===== src/rtl/bcd_subtractor_4digits_seq_if.sv =====
// Handshake/data bundle for the sequential 4-digit BCD subtractor.
//   start, a, b, bin            : request side (driven by the master)
//   busy, done, diff, bout, neg, err : status/result side (driven by the slave)
interface bcd_subtractor_4digits_seq_if;
    logic        start;
    logic [15:0] a;
    logic [15:0] b;
    logic        bin;
    logic        busy;
    logic        done;
    logic [15:0] diff;
    logic        bout;
    logic        neg;
    logic        err;

    modport master (
        output start, a, b, bin,
        input  busy, done, diff, bout, neg, err
    );

    modport slave (
        input  start, a, b, bin,
        output busy, done, diff, bout, neg, err
    );
endinterface


===== src/rtl/bcd_subtractor_4digits_seq.sv =====
// Sequential 4-digit packed-BCD subtractor, one digit per clock.
//   clk   : rising-edge clock
//   rst_n : asynchronous active-low reset
//   bus   : slave modport of bcd_subtractor_4digits_seq_if
//           start/a/b/bin in; busy/done/diff/bout/neg/err out (all registered)
// Optional feature macro: BCD_SUB_MAGNITUDE_EN
//   When defined, a negative result (bout=1) is converted to its magnitude
//   by an extra 4-cycle NEG pass computing 0000 - diff, and neg is set.
//   When undefined, diff is the raw 10's-complement result and neg stays 0.
//
// state | meaning
// IDLE  | waiting for start; outputs hold last result
// SUB   | a - b - bin, one digit per cycle (digit 0 first)
// NEG   | 0000 - diff, one digit per cycle (magnitude build only)
// DONE  | one-cycle done pulse
module bcd_subtractor_4digits_seq (
    input  logic clk,
    input  logic rst_n,
    bcd_subtractor_4digits_seq_if.slave bus
);

`ifdef BCD_SUB_MAGNITUDE_EN
    typedef enum logic [1:0] {IDLE, SUB, NEG, DONE} state_t;
`else
    typedef enum logic [1:0] {IDLE, SUB, DONE} state_t;
`endif

    state_t      state;
    logic [15:0] a_q;
    logic [15:0] b_q;
    logic [15:0] diff_q;
    logic [1:0]  idx;
    logic        borrow;
    logic        bout_q;
    logic        neg_q;
    logic        err_q;
    logic        busy_q;
    logic        done_q;

    logic        in_neg;
    logic [3:0]  min_dig;
    logic [3:0]  sub_dig;
    logic [4:0]  t;
    logic        b_next;
    logic [3:0]  d_dig;

    function automatic logic has_bad_digit(input logic [15:0] v);
        logic bad;
        bad = 1'b0;
        for (int i = 0; i < 4; i++) begin
            if (v[i*4 +: 4] > 4'd9) bad = 1'b1;
        end
        return bad;
    endfunction

`ifdef BCD_SUB_MAGNITUDE_EN
    assign in_neg = (state == NEG);
`else
    assign in_neg = 1'b0;
`endif

    // Shared digit datapath: SUB uses a_i - b_i, NEG uses 0 - diff_i.
    // t is 5-bit two's complement; its range -16..15 fits, so t[4] is the sign.
    always_comb begin
        min_dig = in_neg ? 4'd0 : a_q[{idx, 2'b00} +: 4];
        sub_dig = in_neg ? diff_q[{idx, 2'b00} +: 4] : b_q[{idx, 2'b00} +: 4];
        t       = {1'b0, min_dig} - {1'b0, sub_dig} - {4'b0000, borrow};
        b_next  = t[4];
        d_dig   = b_next ? 4'(t + 5'd10) : t[3:0];
    end

    always_ff @(posedge clk or negedge rst_n) begin
        if (!rst_n) begin
            state  <= IDLE;
            a_q    <= 16'h0000;
            b_q    <= 16'h0000;
            diff_q <= 16'h0000;
            idx    <= 2'd0;
            borrow <= 1'b0;
            bout_q <= 1'b0;
            neg_q  <= 1'b0;
            err_q  <= 1'b0;
            busy_q <= 1'b0;
            done_q <= 1'b0;
        end else begin
            done_q <= 1'b0;
            case (state)
                IDLE: begin
                    if (bus.start) begin
                        a_q    <= bus.a;
                        b_q    <= bus.b;
                        borrow <= bus.bin;
                        diff_q <= 16'h0000;
                        bout_q <= 1'b0;
                        neg_q  <= 1'b0;
                        idx    <= 2'd0;
                        err_q  <= has_bad_digit(bus.a) | has_bad_digit(bus.b);
                        busy_q <= 1'b1;
                        state  <= SUB;
                    end
                end
                SUB: begin
                    diff_q[{idx, 2'b00} +: 4] <= d_dig;
                    borrow <= b_next;
                    idx    <= idx + 2'd1;
                    if (idx == 2'd3) begin
                        bout_q <= b_next;
`ifdef BCD_SUB_MAGNITUDE_EN
                        if (b_next) begin
                            borrow <= 1'b0;
                            state  <= NEG;
                        end else begin
                            busy_q <= 1'b0;
                            done_q <= 1'b1;
                            state  <= DONE;
                        end
`else
                        busy_q <= 1'b0;
                        done_q <= 1'b1;
                        state  <= DONE;
`endif
                    end
                end
`ifdef BCD_SUB_MAGNITUDE_EN
                NEG: begin
                    diff_q[{idx, 2'b00} +: 4] <= d_dig;
                    borrow <= b_next;
                    idx    <= idx + 2'd1;
                    if (idx == 2'd3) begin
                        neg_q  <= 1'b1;
                        busy_q <= 1'b0;
                        done_q <= 1'b1;
                        state  <= DONE;
                    end
                end
`endif
                DONE: begin
                    state <= IDLE;
                end
                default: begin
                    state <= IDLE;
                end
            endcase
        end
    end

    assign bus.busy = busy_q;
    assign bus.done = done_q;
    assign bus.diff = diff_q;
    assign bus.bout = bout_q;
    assign bus.neg  = neg_q;
    assign bus.err  = err_q;

endmodule


===== src/flat_wrapper.sv =====
// flat-port wrapper written by rule: the top's interface ports become plain ports
module bcd_subtractor_4digits_seq_flat 
  (clk, rst_n, bus_start, bus_a, bus_b, bus_bin, bus_busy, bus_done, bus_diff, bus_bout, bus_neg, bus_err);
  bcd_subtractor_4digits_seq_if bus_i ();
  input  logic clk;
  input  logic rst_n;
  input wire logic [$bits(bus_i.start)-1:0] bus_start;
  input wire logic [$bits(bus_i.a)-1:0] bus_a;
  input wire logic [$bits(bus_i.b)-1:0] bus_b;
  input wire logic [$bits(bus_i.bin)-1:0] bus_bin;
  output wire logic [$bits(bus_i.busy)-1:0] bus_busy;
  output wire logic [$bits(bus_i.done)-1:0] bus_done;
  output wire logic [$bits(bus_i.diff)-1:0] bus_diff;
  output wire logic [$bits(bus_i.bout)-1:0] bus_bout;
  output wire logic [$bits(bus_i.neg)-1:0] bus_neg;
  output wire logic [$bits(bus_i.err)-1:0] bus_err;
  assign bus_i.start = bus_start;
  assign bus_i.a = bus_a;
  assign bus_i.b = bus_b;
  assign bus_i.bin = bus_bin;
  assign bus_busy = bus_i.busy;
  assign bus_done = bus_i.done;
  assign bus_diff = bus_i.diff;
  assign bus_bout = bus_i.bout;
  assign bus_neg = bus_i.neg;
  assign bus_err = bus_i.err;
  bcd_subtractor_4digits_seq u_core (.clk(clk), .rst_n(rst_n), .bus(bus_i));
endmodule

===== config.mk =====
export PLATFORM = sky130hd
export DESIGN_NAME = bcd_subtractor_4digits_seq_flat
export DESIGN_NICKNAME = d
export VERILOG_FILES = /design/src/rtl/bcd_subtractor_4digits_seq_if.sv /design/src/rtl/bcd_subtractor_4digits_seq.sv /design/src/flat_wrapper.sv
export SDC_FILE = /design/constraint.sdc
export NUM_CORES = 1
export LEC_CHECK = 0
export ABC_AREA = 1
export CAP_MARGIN = 40
export CORE_MARGIN = 5
export CORE_UTILIZATION = 52
export CTS_CLUSTER_SIZE = 14
export DETAILED_ROUTE_END_ITERATION = 8
export PLACE_DENSITY = 0.8
export SLEW_MARGIN = 20
export SYNTH_ARGS = -nofsm -noshare
export SYNTH_HDL_FRONTEND = slang
export SYNTH_SLANG_ARGS = --single-unit

===== constraint.sdc =====
create_clock -name clk -period 3.3 [get_ports clk]
set_input_delay 0.66 -clock clk [delete_from_list [all_inputs] [get_ports clk]]
set_output_delay 0.66 -clock clk [all_outputs]
set_load 0.02 [all_outputs]

==> results of run 1 <==
==> cell usage in the layout, fill, tap and decap left out, drive strengths merged, types with 2 or more instances in the layout <==
cell           synthesis  layout
nand2                 73      73
dfrtp                 57      57
clkdlybuf4s50          0      54
inv                   42      42
o21ai                 39      39
nor2                  20      20
mux2                  18      18
nand3                 12      12
a21oi                 11      11
clkbuf                 5      11
ha                     9       9
o22ai                  5       5
buf                    6       5
nand4                  4       4
clkinv                 1       4
a32o                   3       3
nor3                   3       3
fa                     2       2
clkinvlp               0       2
==> critical path: cells and delay by family, from the launching register on <==
kind,cells,cell delay (ns)
adders and majority gates,3,1.08
and+or+nand+nor,8,0.74
DFF,1,0.50
buffers and inverters,3,0.40
AOI/OAI and AO/OA,2,0.21
==> flip-flops by register name, indices dropped and copies added, names as in the netlist <==
register / flops
u_core.bus.diff: 16
u_core.borrow: 1
u_core.bus.busy: 1
u_core.bus.bout: 1
u_core.bus.done: 1
u_core.idx: 2
u_core.bus.err: 1
u_core.state: 2
u_core.b_q: 16
u_core.a_q: 16
==> cell type report <==
type	count	area [sq um]
inverters	43	166
multi-input cells	207	1270
flip-flops and latches	57	1430
repair buffers	59	576
fillers	448	1790
clock buffers	11	151
clock inverters	5	30.0
well taps	72	90.1
==> final timing paths <==
check / from / endpoint
hold / removal: rst_n / u_core.bus.diff[0]
min in group clk: u_core.bus.busy / u_core.bus.busy
hold reg to reg: u_core.bus.busy / u_core.bus.busy
setup / recovery: u_core.idx[1] / u_core.bus.diff[15]
max in group asynchronous: rst_n / u_core.bus.diff[13]
setup reg to reg: u_core.idx[1] / u_core.bus.diff[15]
==> synthesized netlist by cell type (3+ instances only) <==
| cell | instances | area (sq um) |
|---|---|---|
| nand2_1 | 67 | 251 |
| dfrtp_1 | 57 | 1430 |
| inv_1 | 39 | 146 |
| o21ai_0 | 35 | 175 |
| nor2_1 | 15 | 56.3 |
| mux2_2 | 13 | 146 |
| a21oi_1 | 11 | 55.1 |
| nand3_1 | 11 | 55.1 |
| ha_1 | 9 | 113 |
| clkbuf_1 | 5 | 18.8 |
| mux2_4 | 5 | 75.1 |
| o22ai_1 | 5 | 31.3 |
| nand2_2 | 4 | 25.0 |
| nand4_1 | 4 | 25.0 |
| o21ai_1 | 4 | 20.0 |
| a32o_1 | 3 | 30.0 |
| nor2_4 | 3 | 33.8 |
==> where the power goes <==
part | leakage, uW | total, uW | internal, uW | switching (uW)
clock | 0.0000911 | 588 | 308 | 279
combinational | 0.000929 | 2840 | 1160 | 1680
sequential | 0.000713 | 1220 | 1010 | 204
==> per-layer routing <==
layer  vias to the layer above  global-route usage [%]  wire, um
met5                         -                       0         0
met4                         0                    10.4       171
met3                        13                    4.37       411
met2                        73                    31.6      3220
met1                      1120                    21.8      2690
li1                       1154                       -         -
==> metrics by stage <==
| step | hold WS, ns | total power [uW] |
|---|---|---|
| after floorplan | 0.364 | 3350 |
| after global placement | 0.466 | 3920 |
| after detailed placement | 0.470 | 4040 |
| after CTS | 0.344 | 4660 |
| after global routing | 0.383 | 5060 |
| final | 0.327 | 4640 |
==> cells by family after synthesis <==
group           Yosys count
xor+xnor                  1
fa+ha+maj                11
mux                      18
flops                    57
simple gates            115
compound gates           61
other cells               1
buf+inv                  54
==> impl_metrics.yaml, run 1 <==
placed_design:
  globalplace.congestion: 0.908
  placed_cells: 438
  port_buffers: 55
  post-place-ws_ns: 0.342
  placed_cell_area_sq_mm: 0.00353
  place_hpwl_um: 4920
cts:
  cts_buffers: 9
  clock_latency_ns: 0.35
  cts_hold_buf: 0
  cts_tree: "built"
  clkTransAtPathRegs_ns: 0.07
  cts_max_level: 3
  ctsResizeCount: 0
  cts_sinks: 57
  cts.path.max_buffers: 2
  post_cts_buffers: 0
  cts_root_buf: "clkbuf_8"
pwr:
  power_leakage_uw: 0.00173
  ir_drop_v: 0.000649
  powerDensity_mw_per_mm2: 1250
yosys:
  synth_top_family_by_area: "simple AND/OR/NAND/NOR gates"
  synth_edf_count: 0
  synth_simple_gate_area_share_pct: 18.5
  netlist_instances: 318
  syn_nets: 365
  synth-xor-area-share_pct: 0.555
  synth_compound_area_share_pct: 11.4
  ys_types: 37
  synth_fa_ha_area_share_pct: 5.21
  synthFlopType: "dfrtp_1"
  syn_area_sq_mm: 0.00293
  synth-seq-cells: 57
  async_reset_ff_share_pct: 100
  yosysSeqAreaShare_pct: 48.7
  syn_area_per_cell_sq_um: 9.22
  synth-warning-count: 0
  synthMuxAreaShare_pct: 7.55
sta:
  fmax_ghz: 0.331
  worstMarginPinSlew_ns: 0.618
  fin_skew_ns: 0.0132
  fin_setup_tns_ns: 0
  setup_slack_ns: 0.283
  drv_slew: 0
  hold_violations: 0
  fin_crit_sh_pct: 91.4
  relSlewSlack_pct: 58.8
  setup_viol: 0
  rsz0062_at_grt: "false"
  finalCriticalPeriod_ns: 3.02
route:
  routed_wl_um: 6490
  drt-initial-drc-count: 117
  via_per_inst: 5.20
  dr.pass1.iters: 4
  num_vias: 2360
  wl_per_cell_um: 14.3
  drc: 0
  ant_nets: 0
floorplanning:
  dieWidth_um: 85.1
  initial_utilization_pct: 53.2
  dieArea_sq_mm: 0.00724
  core_sq_mm: 0.00551
  die_y_um: 85.1
  ios: 57
  row_count: 27
status:
  outcome: "finished, final reports clean"
finish:
  layout-drive-gt1-share_pct: 15.2
  finalNetCount: 424
  post-route-util_pct: 67.4
  diodes: 0
  fin_area_sq_mm: 0.00371
  syn_to_final_growth_pct: 26.6
  final_cells: 454
setup_path:
  crit_type: "flop to flop"
  critPathMostFrequentCell: "nand2_1"
  critical_path.slowest_cell: "dfrtp_1"
  reg2reg_setup_slack_ns: 0.28
  slowest_delay_ns: 0.50
  crit_chain: "inv_1 > buf_4 > o21ai_0 > o22ai_1 > fa_1 > fa_1 > nand2_1 > nand2_1 > ha_1 > inv_1 > nand3_1 > nand2_1 > nand3b_1 > nand2_1 > nand4_1 > nand2_1"
  worstPathMaxFanout: 12
  rr_worst_depth: 16
  cp.required_ns: 3.58
  startpoint_type: "flop"
  critPathCaptureType: "flop"
  arrival_ns: 3.30
grt:
  antenna_found_initial: 0
  grt_pass1_vias: 2364
  grtUsageTotal_pct: 18.7
  grt_first_pass_wirelength_um: 10700
  grt_max_degree: 54
  grt_overflow: 0
min_path:
  hp-class: "input pin to asynchronous set/reset pin"
flow_run:
  cap_violations: 0
Power figures use the tool's default switching activity.
==> run 2, diff against run 1 <==
Settings changed: ABC_AREA 1 to 0, CORE_UTILIZATION 52 to 51, PLACE_DENSITY 0.8 to 0.79.
==> run 2 against run 1 <==
Net effect: worst hold slack worse by 0.0036 ns; cell area down 0.84%; utilization down 0.16 points; die area down 1.1%; sequential cell count unchanged; register-to-register slack worse by 0.22 ns; global-route usage down 0.25 points; synthesized cell count down 26%; non-clock buffer count up 3.
==> impl_metrics.yaml, run 2 <==
yosys:
  syn_nets: 282
  ys_types: 40
  synth_top_cell_by_area: "dfrtp_1"
  ys_top_cells_by_area: "dfrtp_1 (50%), mux2_2 (13%), mux4_2 (5.6%), o21ai_0 (4.4%), ha_1 (4.0%)"
  yosysSeqAreaShare_pct: 50.2
  syn_area_sq_mm: 0.00284
  yosysTopAreaCellShare_pct: 50.2
  synthFlopType: "dfrtp_1"
  syn_area_per_cell_sq_um: 12.1
  synth-seq-cells: 57
  netlist_instances: 235
  synth-warning-count: 0
  synth_edf_count: 0
  ys_top_cells_by_count: "dfrtp_1 (57), mux2_2 (33), o21ai_0 (25)"
  async_reset_ff_share_pct: 100
  yosysMostFrequentCell: "dfrtp_1"
sta:
  relSlewSlack_pct: 60.9
  drv_slew: 0
  hold_violations: 0
  rsz0062_at_grt: "true"
  setup_slack_ns: 0.0626
  setup_viol: 0
  finalCriticalPeriod_ns: 3.24
  fin_skew_ns: 0.00621
  fmax_ghz: 0.309
  fin_crit_sh_pct: 98.1
  hold_slack_ns: 0.323
  worstMarginPinSlew_ns: 0.587
route:
  ant_nets: 0
  via_per_inst: 5.40
  dr.pass1.iters: 4
  routed_wl_um: 6090
  drt-initial-drc-count: 124
  drc: 0
  num_vias: 2032
  wl_per_cell_um: 16.2
floorplanning:
  ios: 57
  die_y_um: 84.6
  row_count: 27
  core_sq_mm: 0.00547
  dieWidth_um: 84.6
  initial_utilization_pct: 51.9
  dieArea_sq_mm: 0.00716
placed_design:
  place_hpwl_um: 4610
  globalplace.congestion: 0.817
  port_buffers: 55
  placed_cells: 358
  post-place-ws_ns: 0.0170
finish:
  post-route-util_pct: 67.3
  diodes: 0
  final_common_cell: "dfrtp_1"
  finalNetCount: 346
  layout-drive-gt1-share_pct: 24.7
  final_cells: 376
  syn_to_final_growth_pct: 29.7
  layout_common_cells: "dfrtp_1 (57), clkdlybuf4s50_1 (54), mux2_2 (33), nand2_1 (23), o21ai_0 (22)"
  fill_cells: 454
setup_path:
  crit_cells: 10
  endpoint: "u_core.bus.diff[11]"
  crit_type: "flop to flop"
  cp_num_buf_inv: 0
  arrival_ns: 3.51
  rr_endpoint: "u_core.bus.diff[11]"
  cp_top_family: "adder cells"
  worstPathMaxFanout: 5
  cp-startpoint: "u_core.idx[0]"
  critical_path.slowest_cell: "mux4_2"
  rr_worst_depth: 10
  startpoint_type: "flop"
  reg2reg_setup_slack_ns: 0.06
  cp.required_ns: 3.57
  critPathMostFrequentCell: "fa_2"
  r2r-start: "u_core.idx[0]"
  critPathCaptureType: "flop"
  crit_chain: "mux4_2 > fa_2 > fa_2 > xor2_1 > ha_2 > or3_4 > a21oi_2 > a2111oi_4 > mux2_4 > o21ai_2"
  slowest_delay_ns: 0.53
cts:
  clock_latency_ns: 0.34
  cts_tree: "built"
  cts_hold_buf: 0
  cts_max_level: 3
  cts_sinks: 57
  cts_root_buf: "clkbuf_8"
  cts.path.max_buffers: 2
  clkTransAtPathRegs_ns: 0.07
  cts_buffers: 9
grt:
  grt_pass1_vias: 2157
  grtUsageTotal_pct: 18.5
  grt_first_pass_wirelength_um: 10300
  grt_max_degree: 38
  antenna_found_initial: 0
  grt_overflow: 0
flow_run:
  cap_violations: 0
min_path:
  hp-class: "input pin to asynchronous set/reset pin"
status:
  outcome: "finished, final reports clean"
[run 2: how the worst min path moves through the flow]
stage,start,end,cells after the start
6_report,rst_n,u_core.bus.bout,1
3_3_place_gp,u_core.bus.diff[12],u_core.bus.diff[12],2
4_1_cts,rst_n,u_core.bus.bout,1
5_1_grt,rst_n,u_core.bus.diff[2],1
2_1_floorplan,rst_n,u_core.a_q[0],0
3_5_place_dp,u_core.bus.diff[14],u_core.bus.diff[14],2
[run 2: repair_timing]
item                       4_1_cts  5_1_grt
resized for setup                0        7
setup endpoints to repair        0       10
setup buffers                    0        2
[run 2: layout make-up]
cell class | instances | area (sq um) | share of cell area, %
clock inverters | 3 | 40.0 | 1.09
inverters | 15 | 56.3 | 1.53
multi-input cells | 154 | 1320 | 35.9
repair buffers | 62 | 598 | 16.2
well taps | 72 | 90.1 | 2.45
flip-flops and latches | 57 | 1430 | 38.7
clock buffers | 13 | 149 | 4.04
[run 2: cells by family (layout without fill, tap and decap cells)]
kind of cell	count (synthesis)	after routing	share of synthesized area [%]
buffers and inverters	24	93	4.14
adders and majority gates	11	11	5.38
AOI/OAI and AO/OA	50	50	11.4
and+or+nand+nor	46	46	7.93
muxes	42	42	19.5
xor gates and xnor gates	4	4	1.23
DFF	57	57	50.2
other	1	1	0.132
[run 2: per-layer routing]
metal / up-vias / GRT usage, % / share of wire, %
li1: 958 / - / -
met1: 997 / 22.8 / 42
met2: 65 / 31.0 / 50
met3: 12 / 4.42 / 5.8
met4: 0 / 7.77 / 1.9
met5: - / 0 / 0
[run 2: through the flow]
step / area, sq um / setup TNS, ns
floorplan: 2860 / -0.0248
global placement: 3460 / 0
detailed placement: 3460 / 0
CTS: 3650 / 0
global route: 3680 / -0.115
finish: 3680 / 0
Power of run 2 is left out: the tool's default activity adds up to more than one toggle a clock period on the data nets, which glitch-free logic cannot reach.
